File: src/rtl/mem_bist_pkg.sv
// Shared types and test-pattern helper for the memory BIST sequencer.
package mem_bist_pkg;

  typedef enum logic [2:0] {
    StIdle,
    StClrWr,
    StClrRd,
    StDaWr,
    StDaRd,
    StDrain,
    StDone
  } state_t;

  localparam int unsigned PatWidth = 32;

  // Clear test expects zero; Data=Address test expects the address itself.
  function automatic logic [PatWidth-1:0] exp_data(input logic [PatWidth-1:0] addr,
                                                   input logic                 da_test);
    return da_test ? addr : '0;
  endfunction

endpackage

File: src/rtl/mem_bist_checker.sv
// Read-compare pipeline with saturating error counter and first-failure address capture.
module mem_bist_checker #(
  parameter int unsigned ADDR_WIDTH    = 5,
  parameter int unsigned DATA_WIDTH    = 8,
  parameter int unsigned ERR_CNT_WIDTH = 8
) (
  input  logic                     clk_i,
  input  logic                     rst_ni,
  input  logic                     clear_i,
  input  logic                     rd_valid_i,
  input  logic [ADDR_WIDTH-1:0]    rd_addr_i,
  input  logic [DATA_WIDTH-1:0]    rd_exp_i,
  input  logic [DATA_WIDTH-1:0]    mem_data_out_i,
  output logic [ERR_CNT_WIDTH-1:0] err_count_o,
  output logic [ADDR_WIDTH-1:0]    fail_addr_o
);

  logic                     cmp_valid_q;
  logic [ADDR_WIDTH-1:0]    cmp_addr_q;
  logic [DATA_WIDTH-1:0]    cmp_exp_q;
  logic [ERR_CNT_WIDTH-1:0] err_q, err_d;
  logic [ADDR_WIDTH-1:0]    fail_q, fail_d;
  logic                     mismatch;

  // Case inequality so that X/Z read data is flagged as a failure.
  assign mismatch = cmp_valid_q && (mem_data_out_i !== cmp_exp_q);

  always_comb begin
    err_d  = err_q;
    fail_d = fail_q;
    if (clear_i) begin
      err_d  = '0;
      fail_d = '0;
    end else if (mismatch) begin
      if (err_q != '1) err_d = err_q + 1'b1;
      if (err_q == '0) fail_d = cmp_addr_q;
    end
  end

  always_ff @(posedge clk_i or negedge rst_ni) begin
    if (!rst_ni) begin
      cmp_valid_q <= 1'b0;
      cmp_addr_q  <= '0;
      cmp_exp_q   <= '0;
      err_q       <= '0;
      fail_q      <= '0;
    end else begin
      cmp_valid_q <= rd_valid_i;
      cmp_addr_q  <= rd_addr_i;
      cmp_exp_q   <= rd_exp_i;
      err_q       <= err_d;
      fail_q      <= fail_d;
    end
  end

  assign err_count_o = err_q;
  assign fail_addr_o = fail_q;

endmodule

File: src/rtl/mem_bist_ctrl.sv
// Memory BIST sequencer: runs Clear and Data=Address write/read passes over the whole memory.
module mem_bist_ctrl
  import mem_bist_pkg::*;
#(
  parameter int unsigned ADDR_WIDTH    = 5,
  parameter int unsigned DATA_WIDTH    = 8,
  parameter int unsigned ERR_CNT_WIDTH = 8
) (
  input  logic                     clk_i,
  input  logic                     rst_ni,
  input  logic                     start_i,
  output logic                     busy_o,
  output logic                     done_o,
  output logic                     pass_o,
  output logic [ERR_CNT_WIDTH-1:0] err_count_o,
  output logic [ADDR_WIDTH-1:0]    fail_addr_o,
  output logic [ADDR_WIDTH-1:0]    mem_addr_o,
  output logic [DATA_WIDTH-1:0]    mem_data_in_o,
  output logic                     mem_write_o,
  output logic                     mem_read_o,
  input  logic [DATA_WIDTH-1:0]    mem_data_out_i
);

  localparam logic [ADDR_WIDTH-1:0] AddrMax = '1;

  state_t                  state_q, state_d;
  logic [ADDR_WIDTH-1:0]   addr_q, addr_d;
  logic                    accept, last_addr, in_phase, rd_valid;
  logic [DATA_WIDTH-1:0]   rd_exp, clr_pat, da_pat;

  assign accept    = start_i && (state_q == StIdle || state_q == StDone);
  assign last_addr = (addr_q == AddrMax);
  assign in_phase  = state_q inside {StClrWr, StClrRd, StDaWr, StDaRd};
  assign clr_pat   = DATA_WIDTH'(exp_data(PatWidth'(addr_q), 1'b0));
  assign da_pat    = DATA_WIDTH'(exp_data(PatWidth'(addr_q), 1'b1));
  // Counter runs through all addresses in each phase and naturally wraps to 0 at the boundary.
  assign addr_d    = in_phase ? addr_q + 1'b1 : '0;

  always_ff @(posedge clk_i or negedge rst_ni) begin
    if (!rst_ni) begin
      state_q <= StIdle;
      addr_q  <= '0;
    end else begin
      state_q <= state_d;
      addr_q  <= addr_d;
    end
  end

  always_comb begin
    state_d = state_q;
    unique case (state_q)
      StIdle, StDone: if (accept) state_d = StClrWr;
      StClrWr:        if (last_addr) state_d = StClrRd;
      StClrRd:        if (last_addr) state_d = StDaWr;
      StDaWr:         if (last_addr) state_d = StDaRd;
      StDaRd:         if (last_addr) state_d = StDrain;
      StDrain:        state_d = StDone;
      default:        state_d = StIdle;
    endcase
  end

  always_comb begin
    busy_o        = 1'b0;
    done_o        = 1'b0;
    mem_addr_o    = '0;
    mem_data_in_o = '0;
    mem_write_o   = 1'b0;
    mem_read_o    = 1'b0;
    rd_valid      = 1'b0;
    rd_exp        = '0;
    unique case (state_q)
      StClrWr: begin
        busy_o        = 1'b1;
        mem_write_o   = 1'b1;
        mem_addr_o    = addr_q;
        mem_data_in_o = clr_pat;
      end
      StClrRd: begin
        busy_o     = 1'b1;
        mem_read_o = 1'b1;
        mem_addr_o = addr_q;
        rd_valid   = 1'b1;
        rd_exp     = clr_pat;
      end
      StDaWr: begin
        busy_o        = 1'b1;
        mem_write_o   = 1'b1;
        mem_addr_o    = addr_q;
        mem_data_in_o = da_pat;
      end
      StDaRd: begin
        busy_o     = 1'b1;
        mem_read_o = 1'b1;
        mem_addr_o = addr_q;
        rd_valid   = 1'b1;
        rd_exp     = da_pat;
      end
      StDrain: busy_o = 1'b1;
      StDone:  done_o = 1'b1;
      default: ;
    endcase
  end

  assign pass_o = done_o && (err_count_o == '0);

  mem_bist_checker #(
    .ADDR_WIDTH    (ADDR_WIDTH),
    .DATA_WIDTH    (DATA_WIDTH),
    .ERR_CNT_WIDTH (ERR_CNT_WIDTH)
  ) u_checker (
    .clk_i          (clk_i),
    .rst_ni         (rst_ni),
    .clear_i        (accept),
    .rd_valid_i     (rd_valid),
    .rd_addr_i      (addr_q),
    .rd_exp_i       (rd_exp),
    .mem_data_out_i (mem_data_out_i),
    .err_count_o    (err_count_o),
    .fail_addr_o    (fail_addr_o)
  );

endmodule
File: config.mk
export PLATFORM = sky130hd
export DESIGN_NAME = mem_bist_ctrl
export DESIGN_NICKNAME = d
export VERILOG_FILES = /design/src/rtl/mem_bist_pkg.sv /design/src/rtl/mem_bist_checker.sv /design/src/rtl/mem_bist_ctrl.sv
export SDC_FILE = /design/constraint.sdc
export NUM_CORES = 1
export LEC_CHECK = 0
export CAP_MARGIN = 20
export CORE_AREA = 2 2 65 67
export DETAILED_ROUTE_END_ITERATION = 6
export DIE_AREA = 0 0 67 69
export PLACE_DENSITY_LB_ADDON = 0.25
export SLEW_MARGIN = 20
export SYNTH_ARGS = -nofsm -noshare
export SYNTH_HDL_FRONTEND = slang
export SYNTH_SLANG_ARGS = --single-unit
File: constraint.sdc
create_clock -name clk_i -period 2.5 [get_ports clk_i]
set_clock_uncertainty 0.15 [all_clocks]
set_input_delay 0.75 -clock clk_i [delete_from_list [all_inputs] [get_ports clk_i]]
set_output_delay 0.75 -clock clk_i [all_outputs]
set_load 0.005 [all_outputs]
# After elaboration in Yosys (flattened, before gate mapping)
# Index checks and enable logic that the tools add are counted.
# Widths: inputs -> output; s select.
[word_totals] regBits=32 in_bits=11 out_inout_bits=31 elab_cells=61
[classes] addsub=2 eq_ne=14 n_mux=20 n_reduce_logical=18
[op_table] cell="$mux 5" count=7
[op_table] cell="$mux 8" count=3
[op_table] cell="$pmux 3 s6" count=1
[op_table] cell="$mux 3" count=5
[op_table] cell="$ne 2x2->1 const B" count=5
[op_table] cell="$eq 3x3->1 const B" count=3
[op_table] cell="$add 8x1->8 const B" count=1
[op_table] cell="$logic_not 8->1" count=1
[op_table] cell="$ne 8x8->1 const B" count=1
[op_table] cell="$nex 8x5->1" count=1
[op_table] cell="$eq 3x2->1 const B" count=2
[op_table] cell="$reduce_bool 2->1" count=3
[op_table] cell="$reduce_or 2->1" count=3
[op_table] cell="$add 5x1->5 const B" count=1
[op_table] cell="$eq 5x5->1 const B" count=1
[op_table] cell="$reduce_and 5->1" count=1
[op_table] cell="$reduce_or 5->1" count=1
[op_table] cell="$mux 1" count=4
[op_table] cell="$reduce_and 2->1" count=2
[op_table] cell="$reduce_bool 4->1" count=1
[op_table] cell="$reduce_or 4->1" count=1
[op_table] cell="$eq 3x1->1 const B" count=1
[op_table] cell="$logic_and 1x1->1" count=3
[op_table] cell="$logic_not 3->1" count=1
[op_table] cell="$logic_or 1x1->1" count=1

# Logic depth before layout (Yosys ltp)
[depth] ltp_word=5 mapped_depth=8 depth_no_buf=7

# By module
# A second synthesis with hierarchy kept.
[unflattened] cells_unflattened=175 area_unflattened_um2=1928.1
[by_module_without_submodules] mod="mem_bist_checker" instances=1 cells_per_inst=97 area_per_inst_um2=1231.2 seq_area_each_um2=675.6
[by_module_without_submodules] mod="mem_bist_ctrl" instances=1 cells_per_inst=78 area_per_inst_um2=696.9 seq_area_each_um2=200.2

# Worst setup path after synthesis
# No wires, ideal clock.
[synth_path] kind="flip-flop to output port" startpoint="reg state_q[2]" endpoint="out pass_o" arrival_ns=1.175 t_required_ns=1.600 setup_slack_ns=0.425 stages_incl_launch_ff=5 path_buffers=1 path_cell_list="dfrtp_1 buf_2 nor2b_1 and2_1 and3_1"
[synth_between] elab_chain_cells=3
[synth_lines] item="start: declaration" line_no="mem_bist_ctrl.sv:26" text="state_t state_q, state_d;"
[synth_lines] item="start signal: assignment" line_no="mem_bist_ctrl.sv:41" text="state_q <= StIdle;"
[synth_lines] item="start signal: assignment" line_no="mem_bist_ctrl.sv:44" text="state_q <= state_d;"
[synth_lines] item="$eq 3x3->1" line_no="mem_bist_ctrl.sv:71" text="unique case (state_q)"
[synth_lines] item="$mux 1" line_no="mem_bist_ctrl.sv:71"
[synth_lines] item="net done_o" line_no="mem_bist_ctrl.sv:13" text="output logic done_o,"
[synth_lines] item="$logic_and 1x1->1" line_no="mem_bist_ctrl.sv:104" text="assign pass_o = done_o && (err_count_o == '0);"
[synth_lines] item="end: declaration" line_no="mem_bist_ctrl.sv:14" text="output logic pass_o,"
# The timed path passes the listed nets, and every way through them passes these cells.

# Final worst setup path
[layout_path] startpoint="reg state_q[2]" endpoint="out mem_addr_o[2]"
[layout_between] elab_chain_cells=3
[layout_lines] item="$eq 3x1->1, or another cell as far along" line_no="mem_bist_ctrl.sv:71"
[layout_lines] item="$reduce_or 4->1 (no source line) *"
[layout_lines] item="$mux 5 *" line_no="mem_bist_ctrl.sv:71"
[layout_lines] item="end: declaration" line_no="mem_bist_ctrl.sv:17" text="output logic [ADDR_WIDTH-1:0] mem_addr_o,"
# Mark *: on every way between the ends. The rest lies on a longest branch, timed or not.

==> impl_metrics.json <==
{
  "grt_pass1_vias": 1393,
  "grt_pass1_wl_um": 6620,
  "reg2reg_slack_ps": 370,
  "holdCritPathClass": "reg2reg",
  "core.rowCount": 23,
  "synth_compound_area_frac": 0.117,
  "ctsHoldBuffers": 0,
  "antenna_found_initial": 0,
  "clock_latency_ps": 280,
  "drv_cap": 0,
  "start_util": 0.432,
  "fill_cells": 357,
  "num_antenna_cells": 0,
  "routed_via_density": 5.08,
  "die_w_um": 67,
  "ys_warn_count": 0,
  "synth_top_area_share": 0.473,
  "drv_slew": 0,
  "p_comb_frac": 0.225,
  "vias": 1413,
  "rsz0062_at_grt": "no",
  "synth-seq-cells": 32,
  "pwr-share-seq": 0.463,
  "drive_above_1_share": 0.193,
  "die_height_um": 69,
  "max-vdd-ir-drop_mv": 0.258,
  "synth_fa_ha_area_frac": 0.0370,
  "syn_area_per_cell_um2": 9.95,
  "crit_chain": "xnor2_2 > o21ai_1 > buf_4 > and2_1 > clkdlybuf4s15_1",
  "syn_inst": 170,
  "min_from": "addr_q[4]",
  "drc": 0,
  "switching_power_uw": 354,
  "swShare": 0.279,
  "first_pass_iters": 4,
  "synthMuxAreaShare": 0.0444,
  "post-route-period-util": 0.968,
  "gr-total-overflow": 0,
  "cts_buffer_depth": 2,
  "slowest_stage": "dfrtp_1",
  "track_usage": 0.189,
  "route.met3.wl_um": 210,
  "critical_path.max_fanout": 7,
  "p_int_uw": 915,
  "synth_top_family_by_area": "simple AND/OR/NAND/NOR gates",
  "end_kind": "primary output",
  "synth.distinct_cells": 41,
  "fmax_mhz": 413,
  "wl_met1_um": 1730,
  "leakage_uw": 0.00112,
  "htreeDepth": 2,
  "pwr-share-clk": 0.312,
  "synthFlopType": "dfrtp_1",
  "dpl_cell_area_um2": 2210,
  "ys_async_sr_fraction": 1.00,
  "clock_sinks": 32,
  "avgRoutedWirePerCell_um": 13.6,
  "finalWorstPathRequiredPeriod_ps": 2420,
  "start_kind": "flop",
  "boundaryPins": 42,
  "placeableCoreArea_um2": 3910,
  "max_stage_delay_ps": 440,
  "drt-total-wl_um": 3790,
  "grt_start_max_net_pins": 33,
  "routabilityCongestion": 0.954,
  "synth_area_leaders": "dfrtp_1, and3_1, nor2_1",
  "io_buffers": 38,
  "cp-startpoint": "state_q[2]",
  "synth.most_common_cell": "dfrtp_1",
  "cts-buffers-inserted": 5,
  "finalSetupTns_ps": 0,
  "cts-root-buf": "clkbuf_8",
  "yosysSeqAreaShare": 0.473,
  "cp.required_ps": 1600,
  "cp_data_arrival_time_ps": 1520,
  "dp_hpwl_um": 2760,
  "hold_violations": 0,
  "dieArea_um2": 4620,
  "status": "complete, no violations",
  "final_area_um2": 2350,
  "highest_layer": "met4",
  "crit_type": "reg2out",
  "fin_nets": 243,
  "drt_iter0_drc": 77,
  "synth_top_cell_by_area": "dfrtp_1",
  "synthTopCellsByCount": "dfrtp_1, nor2_1, and3_1, a21oi_1, and2_1",
  "drt.antenna.violating_nets": 0,
  "wl_met2_um": 1740,
  "setup_viol": 0,
  "power_density_nw_per_um2": 541,
  "yosys.area_share.xor_xnor": 0.0510,
  "cts_tree": "yes",
  "synth_edf_count": 0,
  "syn_to_final_growth_pct": 38.7,
  "reg2reg_from": "u_checker.err_count_o[0]",
  "cts.reportedPaths.clkPinSlew_ps": 70,
  "synthesis.area_um2": 1690,
  "synth-simple-area-share": 0.229
}
## critical path: cells and delay by family (launching register included)
family | cells | cell delay [ps]
flip-flops | 1 | 440
AND/OR/NAND/NOR | 1 | 120
AO/OA/AOI/OAI | 1 | 160
buffers and inverters | 2 | 360
XOR/XNOR | 1 | 160
## registers in the layout (all words and copies together) (netlist names)
name	count
u_checker.err_count_o	8
addr_q	5
u_checker.cmp_addr_q	5
u_checker.cmp_exp_q	5
u_checker.fail_addr_o	5
state_q	3
u_checker.cmp_valid_q	1
## cells by family (layout without fill, tap and decap cells)
kind of cell,count (synthesis),count (layout)
AO/OA/AOI/OAI,30,30
adder cells (fa/ha/maj),5,5
multiplexers,7,7
other,1,3
XOR/XNOR,9,9
buffers and inverters,16,72
AND/OR/NAND/NOR,70,70
flip-flops,32,32
## what timing repair did
action / in CTS / in global routing
buffers inserted: 2 / 1
endpoints found under the setup margin: 14 / 8
gates resized for setup: 20 / 14
pin swaps: 2 / 3
## layer usage
metal,vias up,GRT usage
met1,656,0.253
met4,0,0.0839
met2,45,0.286
met5,-,0
met3,10,0.0489
li1,702,-
## layout by cell type, fill, tap and decap left out, types with 4 or more instances in the layout
| cell type | count |
|---|---|
| a21oi_1 | 10 |
| and2_1 | 8 |
| and3_1 | 12 |
| buf_4 | 17 |
| clkbuf_2 | 4 |
| clkbuf_8 | 5 |
| clkdlybuf4s50_1 | 23 |
| dfrtp_1 | 32 |
| dlygate4sd2_1 | 7 |
| ha_1 | 5 |
| inv_1 | 6 |
| mux2i_1 | 6 |
| nand2_1 | 4 |
| nand3_1 | 7 |
| nor2_1 | 19 |
| nor3_1 | 4 |
| o21ai_0 | 7 |
| xnor2_1 | 7 |
## worst paths after layout
kind	to	depth (start not counted)
min reg2reg	u_checker.cmp_addr_q[4]	0
min	u_checker.cmp_addr_q[4]	0
min in group asynchronous	state_q[0]	2
max reg2reg	u_checker.err_count_o[7]	9
max	mem_addr_o[2]	5
max in group asynchronous	u_checker.fail_addr_o[4]	2
## metrics by stage
step | power (uW) | instances | hold WS, ps | setup slack [ps] | utilization
after floorplan | 705 | 172 | 248 | 425 | -
after global placement | 866 | 267 | 298 | 52.2 | 0.565
after detailed placement | 875 | 267 | 311 | -6.75 | 0.565
after CTS | 1290 | 277 | 330 | 23.4 | 0.598
after global routing | 1350 | 278 | 349 | 0.555 | 0.599
final | 1270 | 278 | 323 | 79.7 | 0.599
## power groups by stage
stage | combinational, uW | clock (uW) | sequential (uW)
2_1_floorplan | 86.0 | 0 | 619
3_3_place_gp | 272 | 0 | 594
3_5_place_dp | 279 | 0 | 596
4_1_cts | 288 | 412 | 588
5_1_grt | 319 | 437 | 595
6_report | 285 | 396 | 588
## cell type report
cell class | instances | area [um^2] | share of cell area
well taps | 50 | 62.6 | 0.0267
clock buffers | 5 | 68.8 | 0.0293
inverters | 7 | 28.8 | 0.0123
multi-input cells | 124 | 846 | 0.361
repair buffers | 57 | 515 | 0.220
clock inverters | 3 | 23.8 | 0.0101
flip-flops and latches | 32 | 801 | 0.341
Power figures use the tool's default switching activity.
